<file path="src/rtl/reimu_shot_pkg.sv">
// Shared game constants for the player-shot path and the enemy-collision stage.
package reimu_shot_pkg;

    // Screen coordinates are 10-bit unsigned throughout the game.
    localparam int COORD_W = 10;
    typedef logic [COORD_W-1:0] coord_t;

    // Player playfield bounds (top-left corner of the player sprite).
    localparam int PLAYER_X_MIN = 0;
    localparam int PLAYER_X_MAX = 425;
    localparam int PLAYER_Y_MIN = 25;
    localparam int PLAYER_Y_MAX = 455;

    // Player spawn point after reset / gameover.
    localparam int PLAYER_X_SPAWN = 220;
    localparam int PLAYER_Y_SPAWN = 360;

    // Shot defaults, shared with the collision stage's hitbox math.
    localparam int DEF_NSHOT    = 4;
    localparam int DEF_SPEED    = 10;
    localparam int DEF_COOLDOWN = 4;
    localparam int DEF_XOFF     = 10;
    localparam int DEF_YOFF     = 16;

    // What a single shot slot does on the coming tick.
    typedef enum logic [1:0] {
        SLOT_HOLD,
        SLOT_LOAD,
        SLOT_MOVE,
        SLOT_KILL
    } slot_op_e;

    // Muzzle position relative to the player sprite. Player bounds keep
    // these inside 10 bits with no wrap-around.
    function automatic coord_t muzzle_x(input coord_t px, input int xoff);
        return px + coord_t'(xoff);
    endfunction

    function automatic coord_t muzzle_y(input coord_t py, input int yoff);
        return py - coord_t'(yoff);
    endfunction

endpackage

</file>
<file path="src/rtl/reimu_shot_if.sv">
// Bundle between the player/collision side and the shot manager.
// master: player movement + collision stage driving the inputs.
// slave : the shot manager itself.
interface reimu_shot_if
    import reimu_shot_pkg::*;
#(
    parameter int NSHOT = DEF_NSHOT
) ();

    logic                       gameover;
    logic                       fire;
    coord_t                     reimux;
    coord_t                     reimuy;
    logic [NSHOT-1:0]           hit_clr;
    logic [NSHOT-1:0]           shot_active;
    logic [COORD_W*NSHOT-1:0]   shotx;
    logic [COORD_W*NSHOT-1:0]   shoty;
    logic                       fire_pulse;

    modport master (
        output gameover, fire, reimux, reimuy, hit_clr,
        input  shot_active, shotx, shoty, fire_pulse
    );

    modport slave (
        input  gameover, fire, reimux, reimuy, hit_clr,
        output shot_active, shotx, shoty, fire_pulse
    );

endinterface

</file>
<file path="src/rtl/reimu_shot_slot.sv">
// One shot slot: holds active/x/y, loads at the muzzle, flies upward,
// and dies on a collision clear or when it would pass the top edge.
module reimu_shot_slot
    import reimu_shot_pkg::*;
#(
    parameter int SPEED = DEF_SPEED
) (
    input  logic   clk22,
    input  logic   i_clr,
    input  logic   i_load,
    input  coord_t i_load_x,
    input  coord_t i_load_y,
    input  logic   i_hit,
    output logic   o_active,
    output coord_t o_x,
    output coord_t o_y
);

    localparam coord_t SPEED_C = coord_t'(SPEED);

    logic     r_active;
    coord_t   r_x;
    coord_t   r_y;
    slot_op_e w_op;

    // Pick this tick's action; a fresh load wins over any motion.
    always_comb begin
        // NOTE: default assigned first so every path drives w_op and no latch is inferred.
        w_op = SLOT_HOLD;
        if (i_load) begin
            w_op = SLOT_LOAD;
        end else if (r_active) begin
            if (i_hit || (r_y < SPEED_C)) begin
                w_op = SLOT_KILL;
            end else begin
                w_op = SLOT_MOVE;
            end
        end
    end

    // Slot registers; a dead slot keeps its last coordinates.
    always_ff @(posedge clk22) begin
        // NOTE: coordinates are cleared along with active so the renderer never sees stale data after reset.
        if (i_clr) begin
            // NOTE: non-blocking assignments keep all slots updating from the same pre-edge state.
            r_active <= 1'b0;
            r_x      <= '0;
            r_y      <= '0;
        end else begin
            case (w_op)
                SLOT_LOAD: begin
                    r_active <= 1'b1;
                    r_x      <= i_load_x;
                    r_y      <= i_load_y;
                end
                SLOT_MOVE: r_y      <= r_y - SPEED_C;
                SLOT_KILL: r_active <= 1'b0;
                default:   ;
            endcase
        end
    end

    assign o_active = r_active;
    assign o_x      = r_x;
    assign o_y      = r_y;

endmodule

</file>
<file path="src/rtl/reimu_shot.sv">
// Player-shot manager: spawns shots from a fixed pool at the player's
// muzzle with auto-fire cooldown, and exposes every slot to the renderer.
module reimu_shot
    import reimu_shot_pkg::*;
#(
    parameter int NSHOT    = DEF_NSHOT,
    parameter int SPEED    = DEF_SPEED,
    parameter int COOLDOWN = DEF_COOLDOWN,
    parameter int XOFF     = DEF_XOFF,
    parameter int YOFF     = DEF_YOFF
) (
    input logic         clk22,
    input logic         rst,
    reimu_shot_if.slave bus
);

    localparam int              CD_W    = $clog2(COOLDOWN) + 1;
    localparam logic [CD_W-1:0] CD_LOAD = CD_W'(COOLDOWN - 1);

    logic                     w_clr;
    logic [NSHOT-1:0]         w_active;
    logic [NSHOT-1:0]         w_pick;
    logic [NSHOT-1:0]         w_load;
    logic                     w_any_free;
    logic                     w_spawn;
    coord_t                   w_spawn_x;
    coord_t                   w_spawn_y;
    coord_t                   w_x [NSHOT];
    coord_t                   w_y [NSHOT];
    logic [COORD_W*NSHOT-1:0] w_shotx;
    logic [COORD_W*NSHOT-1:0] w_shoty;
    logic [CD_W-1:0]          r_cd;
    logic                     r_fire_pulse;

    // gameover behaves exactly like reset and holds the block cleared.
    assign w_clr = rst | bus.gameover;

    // Lowest-index inactive slot as a one-hot vector. Slots dying this
    // tick are still active pre-edge, so they are not offered.
    always_comb begin
        w_pick     = '0;
        w_any_free = 1'b0;
        for (int i = 0; i < NSHOT; i++) begin
            if (!w_active[i] && !w_any_free) begin
                w_pick[i]  = 1'b1;
                w_any_free = 1'b1;
            end
        end
    end

    // With the pool full the cooldown sits at zero, so the spawn fires on
    // the first tick a slot frees up.
    assign w_spawn   = bus.fire && (r_cd == '0) && w_any_free;
    assign w_load    = w_spawn ? w_pick : '0;
    assign w_spawn_x = muzzle_x(bus.reimux, XOFF);
    assign w_spawn_y = muzzle_y(bus.reimuy, YOFF);

    for (genvar g = 0; g < NSHOT; g++) begin : g_slot
        reimu_shot_slot #(
            .SPEED    (SPEED)
        ) u_slot (
            .clk22    (clk22),
            .i_clr    (w_clr),
            .i_load   (w_load[g]),
            .i_load_x (w_spawn_x),
            .i_load_y (w_spawn_y),
            .i_hit    (bus.hit_clr[g]),
            .o_active (w_active[g]),
            .o_x      (w_x[g]),
            .o_y      (w_y[g])
        );
    end

    // Auto-fire cooldown and the one-tick sound trigger.
    always_ff @(posedge clk22) begin
        if (w_clr) begin
            r_cd         <= '0;
            r_fire_pulse <= 1'b0;
        end else begin
            r_fire_pulse <= w_spawn;
            if (w_spawn) begin
                r_cd <= CD_LOAD;
            end else if (r_cd != '0) begin
                r_cd <= r_cd - 1'b1;
            end
        end
    end

    // Pack slot coordinates into the flat renderer buses.
    always_comb begin
        w_shotx = '0;
        w_shoty = '0;
        for (int i = 0; i < NSHOT; i++) begin
            w_shotx[COORD_W*i +: COORD_W] = w_x[i];
            w_shoty[COORD_W*i +: COORD_W] = w_y[i];
        end
    end

    assign bus.shot_active = w_active;
    assign bus.shotx       = w_shotx;
    assign bus.shoty       = w_shoty;
    assign bus.fire_pulse  = r_fire_pulse;

endmodule

</file>
<file path="src/flat_wrapper.sv">
// flat-port wrapper written by rule: the top's interface ports become plain ports
module reimu_shot_flat import reimu_shot_pkg::*;
#(
    parameter int NSHOT    = DEF_NSHOT,
    parameter int SPEED    = DEF_SPEED,
    parameter int COOLDOWN = DEF_COOLDOWN,
    parameter int XOFF     = DEF_XOFF,
    parameter int YOFF     = DEF_YOFF
)
  (clk22, rst, bus_gameover, bus_fire, bus_reimux, bus_reimuy, bus_hit_clr, bus_shot_active, bus_shotx, bus_shoty, bus_fire_pulse);
  reimu_shot_if #(.NSHOT(NSHOT)) bus_i ();
  input logic clk22;
  input logic rst;
  input wire logic [$bits(bus_i.gameover)-1:0] bus_gameover;
  input wire logic [$bits(bus_i.fire)-1:0] bus_fire;
  input wire logic [$bits(bus_i.reimux)-1:0] bus_reimux;
  input wire logic [$bits(bus_i.reimuy)-1:0] bus_reimuy;
  input wire logic [$bits(bus_i.hit_clr)-1:0] bus_hit_clr;
  output wire logic [$bits(bus_i.shot_active)-1:0] bus_shot_active;
  output wire logic [$bits(bus_i.shotx)-1:0] bus_shotx;
  output wire logic [$bits(bus_i.shoty)-1:0] bus_shoty;
  output wire logic [$bits(bus_i.fire_pulse)-1:0] bus_fire_pulse;
  assign bus_i.gameover = bus_gameover;
  assign bus_i.fire = bus_fire;
  assign bus_i.reimux = bus_reimux;
  assign bus_i.reimuy = bus_reimuy;
  assign bus_i.hit_clr = bus_hit_clr;
  assign bus_shot_active = bus_i.shot_active;
  assign bus_shotx = bus_i.shotx;
  assign bus_shoty = bus_i.shoty;
  assign bus_fire_pulse = bus_i.fire_pulse;
  reimu_shot #(.NSHOT(NSHOT), .SPEED(SPEED), .COOLDOWN(COOLDOWN), .XOFF(XOFF), .YOFF(YOFF)) u_core (.clk22(clk22), .rst(rst), .bus(bus_i));
endmodule
</file>
<file path="config.mk">
export PLATFORM = sky130hd
export DESIGN_NAME = reimu_shot_flat
export DESIGN_NICKNAME = d
export VERILOG_FILES = /design/src/rtl/reimu_shot_pkg.sv /design/src/rtl/reimu_shot_if.sv /design/src/rtl/reimu_shot_slot.sv /design/src/rtl/reimu_shot.sv /design/src/flat_wrapper.sv
export SDC_FILE = /design/constraint.sdc
export NUM_CORES = 1
export LEC_CHECK = 0
export CORE_ASPECT_RATIO = 0.6
export CORE_MARGIN = 2
export CORE_UTILIZATION = 45
export DETAILED_ROUTE_END_ITERATION = 8
export PLACE_DENSITY = 0.87
export SLEW_MARGIN = 5
export SYNTH_ARGS = -nofsm -noshare
export SYNTH_HDL_FRONTEND = slang
export SYNTH_SLANG_ARGS = --single-unit
</file>
<file path="constraint.sdc">
create_clock -name clk22 -period 2.5 [get_ports clk22]
set_input_delay 0.75 -clock clk22 [delete_from_list [all_inputs] [get_ports clk22]]
set_output_delay 0.75 -clock clk22 [all_outputs]
set_load 0.03 [all_outputs]
</file>
Word level (Yosys, flattened, before mapping). Index checks and enable logic that the tools add are counted.

Mux-type cells: 30. Bitwise logic cells: 1. $lt $le $gt $ge: 4. Equal/unequal tests: 12. Add/sub/neg operators: 7. Reduce and logical (&&, ||, !) cells: 26.

Operator list (number): $pmux W10 S2 (4); $lt A10 B4 Y1 const B (4); $sub A10 B4 Y10 const B (4); $mux W2 (10); $reduce_bool A2 Y1 (9); $eq A2 B2 Y1 const B (8); $mux W1 (11); $add A10 B4 Y10 const B (1); $sub A10 B5 Y10 const B (1); $eq A2 B1 Y1 const B (4); $pmux W1 S2 (4); $logic_and A1 B1 Y1 (5); $logic_not A1 Y1 (5); $logic_or A1 B1 Y1 (4); $mux W4 (1); $logic_not A3 Y1 (1); $reduce_bool A3 Y1 (1); $sub A3 B1 Y3 const B (1); $reduce_or A2 Y1 (1); $or A1 B1 Y1 (1).

Output and inout port bits: 85. Logic and storage cells: 95. Bits in registers: 88. Input port bits: 28.

Depth between registers and ports, before layout.
Depth in word-level cells: 14. Gate-level depth with buffers: 12.

Modules after synthesis. Synthesis repeated with hierarchy kept, for this count alone.

Cell total of the unflattened synthesis: 574. Area, all modules: 5028.6 µm².

By module, submodules not included: reimu_shot_slot (sequential area each 420.4 µm², cells an instance 129, times used 4, area an instance 1146.1 µm²); reimu_shot (sequential area each 80.1 µm², cells an instance 58, times used 1, area an instance 444.2 µm²).

Worst setup path after synthesis. No wires, ideal clock.

Kind: reg-to-reg. Start point: register u_core.g_slot[1].u_slot.r_y[5]. End point: register u_core.g_slot[1].u_slot.r_x[4]. Required time: 2.372 ns. Cell stages (with the launch flop): 10. Arrival: 2.580 ns. Path slack: -0.207 ns. Buffers on the path: 2. Path through: dfxtp_1 -> or4_4 -> o41ai_1 -> nand2_1 -> o21ai_0 -> ha_1 -> clkbuf_1 -> buf_1 -> mux2i_1 -> nor2_1.

Longest elaborated chain between the ends: 6.

RTL lines: start, declared (line reimu_shot_slot.sv:23) `coord_t r_y;`; start signal, assigned (line reimu_shot_slot.sv:54) `r_y <= i_load_y;`; start signal, assigned (line reimu_shot_slot.sv:56) `SLOT_MOVE: r_y <= r_y - SPEED_C;`; $lt A10 B4 Y1 (line reimu_shot_slot.sv:33) `if (i_hit || (r_y < SPEED_C)) begin`; $logic_or A1 B1 Y1 (line reimu_shot_slot.sv:33); $mux W1 (line reimu_shot_slot.sv:33); $mux W2 (line reimu_shot_slot.sv:32) `end else if (r_active) begin`; $mux W2 (line reimu_shot_slot.sv:30) `if (i_load) begin`; $eq A2 B1 Y1 (line reimu_shot_slot.sv:50) `case (w_op)`; end signal, assigned (line reimu_shot_slot.sv:53) `r_x <= i_load_x;`; end, declared (line reimu_shot_slot.sv:22) `coord_t r_x;`.

No other way between the ends. A chain may end at the register's enable or synchronous reset.

Final worst setup path.
Start point: register u_core.g_slot[2].u_slot.r_y[7]. End point: register u_core.g_slot[2].u_slot.r_y[8].

Longest elaborated chain between the ends: 7.

RTL lines (line): start, declared (reimu_shot_slot.sv:23); start signal, assigned (reimu_shot_slot.sv:54); start signal, assigned (reimu_shot_slot.sv:56); $lt A10 B4 Y1 (reimu_shot_slot.sv:33); $logic_or A1 B1 Y1 (reimu_shot_slot.sv:33); $mux W1 (reimu_shot_slot.sv:33); $mux W2 (reimu_shot_slot.sv:32); $mux W2 (reimu_shot_slot.sv:30); $eq A2 B2 Y1 or $eq A2 B1 Y1 (tied branches) (reimu_shot_slot.sv:50); $pmux W10 S2 or $reduce_bool A2 Y1 (tied branches).

Several ways; a longest one is shown, not always the timed one.

==> impl_metrics.toml <==
[timing]
slew_violations = 0
slew_headroom = 0.578
skew_ns = 0.00589
final_hold_viol_count = 0
worst_pin_slew_ns = 0.628
clock.fmax_mhz = 408
layout_min_cycle_time_ns = 2.45
period_share = 0.981
rsz0062_at_grt = "yes"
setup_viol = 0

[floorplan]
rows = 28
fp.coreArea_mm2 = 0.00977
boundaryPins = 113
die_area_mm2 = 0.0108
dieHeight_um = 81.2
start_util = 0.457
chipWidth_um = 133

[yosys]
synth-edff-count = 0
yosysUniqueCellTypes = 65
netlist_area_mm2 = 0.00447
synth_cells = 537
syn_nets = 585
ys_seq_area_frac = 0.394
syn_avg_cell_area_um2 = 8.32
ys_async_sr_fraction = 0
ys_ff_latch = 88
synthFlopType = "dfxtp_1"
yosysWarnings = 0

[worst_setup_path]
max_stage_delay_ns = 0.51
cp_num_buf_inv = 4
start_kind = "register"
critPathRequiredTime_ns = 2.74
slowest_stage = "nor3_1"
worstPathCellList = "nor3_1, a211oi_4, buf_4, or2_4, ha_4, inv_2, buf_6, buf_4, a22oi_1, o31ai_1"
cpMostUsedCell = "buf_4"
cpLargestDelayFamily = "simple AND/OR/NAND/NOR gates"
rrSetupSlack_ns = 0.05
path_max_fanout = 6
worstPathArrival_ns = 2.69
critical_path_class = "reg2reg"
cp-end-kind = "register"

[routing]
drt-vias-per-instance = 5.84
drt_first_pass_iters = 5
drtIter0Drc = 584
via_count = 4826
routedWlPerCell_um = 18.2
totalWireLength_um = 15000
ant_nets = 0
drc = 0

[global_route]
antenna_found_initial = 0
grt_pass1_wl_um = 22700
grt_max_degree = 25
grt_pass1_vias = 4557
grt_overflow = 0
track_usage = 0.268

[clock_tree]
tritoncts = "done"
clk_root_buffer_cell = "clkbuf_16"
clockBufferDepth = 2
cts_max_level = 3
cts-buffers-inserted = 9
clkTransAtPathRegs_ns = 0.07
cts-hold-fix-buffers = 0
clock_sinks = 88
clock_latency_ns = 0.35

[finish]
drive_above_1_share = 0.169
nFillCells = 721
antenna_cells = 0
multi_input_area_mm2 = 0.00260
final_util = 0.674
syn_to_final_growth_pct = 47.5
final_nets = 734
register_area_mm2 = 0.00177

[job]
maxCapViolations = 0

[pwr]
power_density_mw_per_mm2 = 483
leakagePower_nw = 2.35
p_total_mw = 3.19
max-vdd-ir-drop_v = 0.000343

[place]
hpwl_um = 10800
numPortBuffers = 112
place_congestion = 0.907

[status]
run_status = "complete, no violations"

[min_path]
hold_path.class = "reg2reg"
routing by layer:
metal	track usage	vias to the layer above	share of wire
li1	-	2245	-
met1	0.343	2305	0.44
met2	0.431	249	0.45
met3	0.0905	27	0.093
met4	0.0849	0	0.016
met5	0	-	0
synth_stat cells, types with 2 or more instances:
cell type / n / area (um^2)
a41oi_1: 3 / 26.3
a22oi_1: 3 / 22.5
ha_1: 20 / 250
o211ai_1: 4 / 30.0
dfxtp_1: 88 / 1760
o41ai_1: 2 / 17.5
clkinv_1: 2 / 7.51
inv_1: 28 / 105
xnor2_1: 6 / 52.6
a211o_1: 3 / 26.3
nor2_1: 65 / 244
or4_1: 3 / 22.5
o21a_1: 9 / 67.6
a221oi_1: 4 / 35.0
nand4b_1: 2 / 17.5
xor2_1: 3 / 26.3
clkbuf_1: 28 / 105
and3_1: 2 / 12.5
buf_1: 2 / 7.51
nor3_1: 19 / 95.1
buf_4: 5 / 37.5
a31oi_1: 10 / 62.6
or2_2: 2 / 12.5
nor4_1: 2 / 12.5
o21ai_0: 34 / 170
nor2b_1: 7 / 43.8
nand2_1: 25 / 93.8
o31ai_1: 6 / 45.0
a21oi_1: 48 / 240
nand3_1: 9 / 45.0
a32oi_1: 2 / 17.5
a211oi_1: 26 / 195
nand4_1: 2 / 12.5
and2_1: 4 / 25.0
nor3b_1: 4 / 30.0
o22ai_1: 3 / 18.8
a2bb2oi_1: 2 / 17.5
nand2b_1: 9 / 56.3
mux2i_1: 15 / 150
layout by cell type, fill, tap and decap left out, drive strengths merged, types with 10 or more instances in the layout:
| master | count |
|---|---|
| a211oi | 26 |
| a31oi | 10 |
| ha | 20 |
| buf | 62 |
| dfxtp | 88 |
| nor2 | 65 |
| a21oi | 48 |
| clkdlybuf4s50 | 111 |
| nand2 | 25 |
| inv | 32 |
| mux2i | 15 |
| o21ai | 34 |
| nor3 | 20 |
area by class of cell:
cell class                 instances  area share
clock buffer                       9      0.0342
clock inverter                     7     0.00930
inverter                          30      0.0175
multi-input combinational        383       0.395
sequential                        88       0.269
tap                              135      0.0256
timing repair buffer             174       0.250
flip-flops by register name, summed over array words and instances (netlist names):
name / count
u_core.g_slot.u_slot.o_x: 40
u_core.g_slot.u_slot.o_y: 40
u_core.g_slot.u_slot.o_active: 4
u_core.r_cd: 3
u_core.bus.fire_pulse: 1
worst register-to-register path, delay by kind of cell, from the launching register on:
family | cells | cell delay (ns)
simple gates | 2 | 0.77
fa+ha+maj | 1 | 0.17
flops | 1 | 0.39
buf+inv | 4 | 0.46
compound gates | 3 | 0.54
where the power goes:
| part | total, mW | switching, mW | leakage (nW) | internal [mW] |
|---|---|---|---|---|
| logic | 0.428 | 0.250 | 1.49 | 0.178 |
| clock network | 1.31 | 0.617 | 0.141 | 0.693 |
| registers | 1.45 | 0.0223 | 0.715 | 1.42 |
logic make-up after synthesis:
kind of cell             after synthesis  synth area share
AO/OA/AOI/OAI                        174             0.256
flip-flops                            88             0.394
adder cells (fa/ha/maj)               20            0.0560
AND/OR/NAND/NOR                      165             0.183
multiplexers                          15            0.0336
XOR/XNOR                               9            0.0176
buffers and inverters                 66            0.0599
repair_timing:
action                                  CTS  global route
buffers inserted                          0             2
pin swaps                                 0             8
endpoints found under the setup margin    8            21
gates resized for setup                  11            26
endpoints found under the hold margin     0             0
stage by stage:
step	hold WS (ns)	instances	setup WS, ns	TNS (ns)	instance area, um^2
2_1_floorplan	0.443	537	0.0243	0	4500
6_report	0.460	826	0.0466	0	6590
3_3_place_gp	0.443	808	-0.378	-6.78	6130
5_1_grt	0.482	826	-0.0378	-0.0764	6590
3_5_place_dp	0.450	808	-0.464	-9.36	6130
4_1_cts	0.456	824	-0.0170	-0.0279	6450
path summary, 6_finish.rpt:
path,startpoint,end,cells after the start
setup / recovery,u_core.g_slot[2].u_slot.o_y[7],u_core.g_slot[2].u_slot.o_y[8],10
hold / removal,u_core.g_slot[0].u_slot.o_y[0],u_core.g_slot[0].u_slot.o_y[0],2
setup reg to reg,u_core.g_slot[2].u_slot.o_y[7],u_core.g_slot[2].u_slot.o_y[8],10
hold reg to reg,u_core.g_slot[0].u_slot.o_y[0],u_core.g_slot[0].u_slot.o_y[0],2
Power figures use the tool's default switching activity.
